<file path="config.mk">
export PLATFORM = sky130hd
export DESIGN_NAME = matrix_scan
export DESIGN_NICKNAME = d
export VERILOG_FILES = /design/src/rtl/matrix_scan.sv
export SDC_FILE = /design/constraint.sdc
export NUM_CORES = 1
export LEC_CHECK = 0
export CORE_MARGIN = 2
export CORE_UTILIZATION = 40
export CTS_CLUSTER_DIAMETER = 50
export DETAILED_ROUTE_END_ITERATION = 7
export PLACE_DENSITY_LB_ADDON = 0.3
export SLEW_MARGIN = 20
export SYNTH_ARGS = -nofsm -noshare
export SYNTH_HDL_FRONTEND = slang
export SYNTH_SLANG_ARGS = --single-unit
</file>
<file path="constraint.sdc">
create_clock -name clk -period 4.8 [get_ports clk]
set_input_delay 1.2 -clock clk [delete_from_list [all_inputs] [get_ports clk]]
set_output_delay 1.2 -clock clk [all_outputs]
set_load 0.02 [all_outputs]
</file>
<file path="src/rtl/matrix_scan.sv">
// matrix_scan: 16x16 LED matrix scanner driving a column shift register
// (CCLK/CSDI/LE), a row walking-token shift register (RCLK/RSDI) and a
// display enable (OEB, active low). Each row is shifted, the row token
// advanced, the columns latched, and then the row is displayed for DWELL cycles.
// Optional build macro MATRIX_DBUF_EN: front/back frame buffers with a
// swap request that is honoured at frame end (or at once when idle).
module matrix_scan #(
  parameter int unsigned CLK_DIV = 2,
  parameter int unsigned DWELL   = 64
) (
  input  logic       clk,
  input  logic       reset,
  input  logic       enable,
  input  logic       wr_en,
  input  logic [7:0] wr_addr,
  input  logic       wr_data,
  input  logic       swap,
  output logic       RCLK,
  output logic       RSDI,
  output logic       CCLK,
  output logic       CSDI,
  output logic       LE,
  output logic       OEB,
  output logic       frame_done
);

  localparam logic [7:0] PH_LAST = 8'(CLK_DIV - 1);
  localparam logic [7:0] DW_LAST = 8'(DWELL - 1);

  typedef enum logic [2:0] {
    IDLE,
    SHIFT,
    ROWCLK,
    LATCH,
    DISPLAY
  } state_t;

  state_t      state;
  logic [3:0]  row;
  logic [3:0]  bitn;
  logic [7:0]  cnt;
  logic        half;
  logic [15:0] snap;

  logic        phase_end;
  logic        frame_end;
  logic [3:0]  load_row;
  logic [15:0] load_bits;

  // Phase/row boundary decodes and the row that the next SHIFT will snapshot.
  always_comb begin
    phase_end = (cnt == PH_LAST);
    frame_end = (state == DISPLAY) && (cnt == DW_LAST) && (row == 4'd15);
    load_row  = (state == DISPLAY) ? row + 4'd1 : '0;
  end

`ifdef MATRIX_DBUF_EN
  logic [15:0] fb [2][16];
  logic        front;
  logic        pending;
  logic        swap_now;

  // Exchange when idle (including a swap arriving now) or at frame end if one is pending.
  always_comb begin
    swap_now = (state == IDLE) ? (pending | swap) : (pending & frame_end);
  end

  // Writes land in the back buffer; front flips on exchange, pending tracks requests.
  always_ff @(posedge clk) begin
    if (reset) begin
      fb      <= '{default: '0};
      front   <= 1'b0;
      pending <= 1'b0;
    end else begin
      if (wr_en) fb[~front][wr_addr[7:4]][wr_addr[3:0]] <= wr_data;
      if (swap_now) front <= ~front;
      // A swap seen on the exchange edge itself waits for the following frame end.
      pending <= (pending & ~swap_now) | (swap & (state != IDLE));
    end
  end

  // Snapshot source already reflects an exchange happening on the same edge.
  assign load_bits = fb[front ^ swap_now][load_row];
`else
  logic [15:0] fb [16];
  logic        unused_swap;

  assign unused_swap = swap;

  // Single buffer: writes go straight to the scanned pixels.
  always_ff @(posedge clk) begin
    if (reset) begin
      fb <= '{default: '0};
    end else if (wr_en) begin
      fb[wr_addr[7:4]][wr_addr[3:0]] <= wr_data;
    end
  end

  assign load_bits = fb[load_row];
`endif

  // Scan sequencer; every output is registered with the value for the coming cycle.
  always_ff @(posedge clk) begin
    if (reset) begin
      state      <= IDLE;
      row        <= '0;
      bitn       <= '0;
      cnt        <= '0;
      half       <= 1'b0;
      snap       <= '0;
      RCLK       <= 1'b0;
      RSDI       <= 1'b0;
      CCLK       <= 1'b0;
      CSDI       <= 1'b0;
      LE         <= 1'b0;
      OEB        <= 1'b1;
      frame_done <= 1'b0;
    end else begin
      frame_done <= 1'b0;
      unique case (state)
        IDLE: begin
          RCLK <= 1'b0;
          RSDI <= 1'b0;
          CCLK <= 1'b0;
          CSDI <= 1'b0;
          LE   <= 1'b0;
          OEB  <= 1'b1;
          cnt  <= '0;
          half <= 1'b0;
          bitn <= '0;
          row  <= '0;
          if (enable) begin
            state <= SHIFT;
            snap  <= load_bits;
            CSDI  <= load_bits[15];
          end
        end

        SHIFT: begin
          if (phase_end) begin
            cnt <= '0;
            if (!half) begin
              half <= 1'b1;
              CCLK <= 1'b1;
            end else if (bitn == 4'd15) begin
              half  <= 1'b0;
              CCLK  <= 1'b0;
              CSDI  <= 1'b0;
              RSDI  <= (row == 4'd0);
              state <= ROWCLK;
            end else begin
              // snap is MSB-first, so the next column is 14 - current bit index.
              half <= 1'b0;
              CCLK <= 1'b0;
              bitn <= bitn + 4'd1;
              CSDI <= snap[4'd14 - bitn];
            end
          end else begin
            cnt <= cnt + 8'd1;
          end
        end

        ROWCLK: begin
          if (phase_end) begin
            cnt <= '0;
            if (!half) begin
              half <= 1'b1;
              RCLK <= 1'b1;
            end else begin
              half  <= 1'b0;
              RCLK  <= 1'b0;
              RSDI  <= 1'b0;
              LE    <= 1'b1;
              state <= LATCH;
            end
          end else begin
            cnt <= cnt + 8'd1;
          end
        end

        LATCH: begin
          if (phase_end) begin
            cnt   <= '0;
            LE    <= 1'b0;
            OEB   <= 1'b0;
            state <= DISPLAY;
          end else begin
            cnt <= cnt + 8'd1;
          end
        end

        DISPLAY: begin
          if (cnt == DW_LAST) begin
            cnt        <= '0;
            OEB        <= 1'b1;
            frame_done <= (row == 4'd15);
            if (enable) begin
              state <= SHIFT;
              row   <= row + 4'd1;
              snap  <= load_bits;
              CSDI  <= load_bits[15];
              half  <= 1'b0;
              bitn  <= '0;
            end else begin
              state <= IDLE;
              row   <= '0;
            end
          end else begin
            cnt <= cnt + 8'd1;
          end
        end

        default: state <= IDLE;
      endcase
    end
  end

endmodule

</file>
== Yosys cells after proc, flatten, opt, wreduce, memory -nomap -nowiden ==
Cells that the tools add are included.
Storage, ports and cells
  output and inout bits: 7
  bits in registers: 299
  word-level logic and storage cells: 150
  bits of input ports: 14
Operators by class
  bitwise gates (word level): 4
  eq/ne operators: 19
  multiplexer cells: 62
  reductions and logical operators: 26
  $add $sub $neg: 4
  $lt $le $gt $ge: 6
Operators by type and width (number)
  $bwmux 256: 1
  $mux 16: 5
  $bmux 16 s4: 1
  $demux 16 s4: 1
  $mux 4: 8
  $pmux 16 s2: 1
  $mux 3: 8
  $pmux 8 s3: 1
  $mux 1: 22
  $ne 2x2->1 const B: 9
  $reduce_bool 3->1: 6
  $mux 8: 2
  $pmux 1 s3: 5
  $pmux 3 s5: 1
  $pmux 4 s3: 1
  $reduce_and 6->1: 2
  $ge 5x5->1 const B: 2
  $lt 4x5->1 const B: 2
  $not 4->5: 2
  $add 4x1->4 const B: 2
  $add 8x1->8 const B: 1
  $eq 4x4->1 const B: 2
  $eq 8x1->1 const B: 1
  $eq 8x6->1 const B: 1
  other kinds (23): 34

== Depth between registers and ports, before layout ==
  word-level depth: 9
  mapped depth: 11
  gate-level depth less buffers: 8

== Worst setup path after synthesis ==
No wires, ideal clock.
  kind: input port to flip-flop
  start: in wr_en
  end: reg fb[71] in the netlist's numbering
  data required time: 4672 ps
  arrival time: 2584 ps
  setup slack: 2089 ps
  stages on the path: 8
  path buffers: 3
  library setup time: 128 ps
  path through: clkbuf_1 > nand3_1 > or2_2 > clkbuf_1 > clkbuf_1 > nor3_1 > mux2i_1 > nor2_1
RTL lines
  start: declaration: line 14  | input logic wr_en,
  end signal: indexed assignment: line 95  | fb[wr_addr[7:4]][wr_addr[3:0]] <= wr_data;
  end: declaration: line 85  | logic [15:0] fb [16];

== Worst setup path in the final report ==
  start: in wr_addr[0]
  end: reg fb[225] in the netlist's numbering
Between the ends
  word-level cells in the longest chain between the ends: 7
  elaborated cells between the ends (all ways): 8
  those cells by class: order compare (2); mux (5); reduce/logical (1)
Ends and longest elaborated chain
  start: declaration: line 15  | input logic [7:0] wr_addr,
  $lt 4x5->1 (implied by the code) or $ge 4x1->1 (tied branches): line 95
  $logic_and 1x1->1 (implied by the code): line 95
  $mux 1 (implied by the code): line 95
  $demux 1 s4 (*): line 95
  $mux 16 (implied by the code) (*): line 95
  $demux 16 s4 (*): line 95
  $bwmux 256 (*): line 95
Mark *: on every way between the ends. The rest lies on a longest branch, timed or not.
A chain may end at the register's enable or synchronous reset.

==> impl_metrics.toml <==
[outcome]
status = "finished, final reports clean"

[setup_path]
end_kind = "flip-flop"
r2r-start = "row[0]$_SDFFE_PP0P_"
critPathRequiredTime_ns = 5.18
critPathKind = "input pin to flip-flop"
startpoint_type = "input pin"
crit_fanout = 12
crit_start = "wr_addr[0]"
cp.arrival_ns = 3.75

[timing]
rsz0062_at_grt = "no"
worst_pin_slew_ns = 1.059
final.setup.tns_ns = 0
whs_ns = 0.4539
fmax_mhz = 296.7
slew_violations = 0
setup_viol = 0
period_share = 0.7023
skew_ns = 0.01984
slew_headroom = 0.2920
setup_slack_ns = 1.429
min_period_ns = 3.371
hold_viol = 0

[logic_synthesis]
ys.warnings.count = 0
synthMuxAreaShare = 0.07633
synth_enable_flop_cells = 0
yosysUniqueCellTypes = 68
async_reset_ff_frac = 0
synth_xor_area_frac = 0.005270
syn_nets = 1920
synth_compound_area_frac = 0.2355
syn_area_mm2 = 0.01472
synth_top_family_by_area = "compound AO/OA/AOI/OAI gates"
synth-seq-cells = 299
syn_inst = 1901
syn_avg_cell_area_um2 = 7.743
synth_area_leaders = "dfxtp_1 41%, a21oi_1 8.8%, nand3_1 8.1%"
yosysSeqAreaShare = 0.4066
synthAdderAreaFrac = 0.004250
synthFlopType = "dfxtp_1"
synth_top_area_frac = 0.4066
yosys.area_share.simple = 0.2172
synth_top_cell_by_area = "dfxtp_1"

[power_and_ir_drop]
ir_drop_mv = 0.2308
power_uw = 6076
p_per_area_mw_per_mm2 = 369.6
p_leak_uw = 0.005265

[floorplanning]
initial_core_util = 0.4040
fp.dieW_um = 195.8
core.rowCount = 70
die_area_mm2 = 0.03835
die_h_um = 195.8
design.core.area_mm2 = 0.03643
num_io_pins = 21

[routing]
routedWlPerCell_um = 22.31
routed_wl_um = 51580
drt_iter0_drc = 1562
ant_nets = 0
drcViolationCount = 0
vias_per_cell = 6.261
first_pass_iters = 5
detailroute.via_count = 14480

[global_route]
grt_pass1_vias = 13050
grt_pass1_wl_um = 77800
grt-ovfl-total = 0
antenna_found_initial = 2
grt_usage = 0.2608
grt_max_degree = 171

[clocking]
post_cts_buffers = 0
cts_buffer_depth = 3
cts-root-buf = "clkbuf_16"
htreeDepth = 2
clkTransAtPathRegs_ns = 0.06
cts_hold_buf = 0
cts_resized = 0
worst_skew_pair.late_latency_ns = 0.54
cts.sinks = 299
cts_tree = "yes"
numCtsBuffers = 39

[hold_path]
hp-start = "fb[94]$_SDFFE_PP0P_"
hold_class = "flip-flop to flip-flop"

[layout]
layout-drive-gt1-share = 0.07813
nFillCells = 3604
final_common_cell = "dfxtp_1"
fin_area_mm2 = 0.01644
mostFrequentLayoutCells = "297 x dfxtp_1, 258 x a21oi_1, 237 x nand3_1"
syn_to_final_growth_pct = 11.67
num-nets-final = 1835

[flow_run]
drv_cap = 0

[placed_design]
pre_cts_ws_ns = 1.005
placed_cell_area_mm2 = 0.01516
finalWeightedCongestion = 0.8514
dpl.hpwl_um = 29480
port-buffer-count = 19
==> critical path: stages <==
cell and delay, ns:
clkdlybuf4s50_1 0.79, nand2b_1 0.34, nor3_1 0.62, nand2_1 0.41, o21ai_0 0.28, a21oi_1 0.10
==> cell type report <==
class                      count  area [µm²]  share of cell area
clock inverter                 9       101.3            0.006165
inverter                       6       22.52            0.001370
tap                          468       585.6             0.03562
multi-input combinational   1404        7989              0.4860
antenna                        1       2.502           0.0001522
clock buffer                  59        1174             0.07140
sequential                   299        5991              0.3644
timing repair buffer          66       573.1             0.03486
==> power breakdown <==
part	switching, µW	internal (µW)	total [µW]
Sequential	67.0	2510	2580
Combinational	445	165	610
Clock	1140	1750	2890
==> logic make-up (layout without fill, tap and decap cells) <==
logic type                 Yosys count  in the layout
AOI/OAI and AO/OA                  618            618
xor gates and xnor gates             8              8
adders and majority gates            5              5
buffers and inverters              198            140
DFF                                299            299
muxes                              104            104
other                                0              1
and+or+nand+nor                    669            669
==> sequential cells by signal, indices dropped and copies added (netlist names) <==
| name | cells |
|---|---|
| fb | 256 |
| RSDI | 1 |
| CSDI | 1 |
| bitn | 4 |
| row | 4 |
| CCLK | 1 |
| frame_done | 1 |
| LE | 1 |
| OEB | 1 |
| RCLK | 1 |
| cnt | 8 |
| state | 3 |
| snap | 16 |
| half | 1 |
==> cell usage after synthesis (6+ instances only) <==
master	number
buf_2	24
a211oi_1	43
nor2b_1	36
o21ai_1	8
nor2_1	85
inv_1	6
a2111oi_0	19
and3_1	22
a31oi_1	25
nor3_1	30
clkbuf_1	152
dfxtp_1	299
nand2_1	202
o21ai_0	219
mux2i_1	83
buf_1	11
a21oi_1	258
nand2b_1	15
o22ai_1	8
mux2_2	16
nand3_1	237
nor3b_1	6
and2_1	11
==> path summary, 6_finish.rpt <==
path / to / slack (ns) / depth (start not counted)
worst max register to register: snap[12]$_SDFFE_PP0P_ / 1.58 / 8
worst min register to register: fb[94]$_SDFFE_PP0P_ / 0.45 / 2
worst max-delay path: fb[225]$_SDFFE_PP0P_ / 1.43 / 6
worst min-delay path: fb[94]$_SDFFE_PP0P_ / 0.45 / 2
==> through the flow <==
stage | instances | utilization
after floorplan | 1901 | -
after global placement | 2243 | 0.4161
after detailed placement | 2243 | 0.4161
after CTS | 2311 | 0.4511
after global routing | 2311 | 0.4511
final | 2312 | 0.4512
==> routing by layer <==
layer / vias to the layer above / wire length (µm) / track usage
met5: - / 0 / 0
met4: 0 / 2310 / 0.1164
met3: 142 / 4296 / 0.04006
met2: 696 / 23980 / 0.4327
met1: 6970 / 20990 / 0.3359
li1: 6668 / - / -
Note: power is estimated with default switching activity, not from simulation.
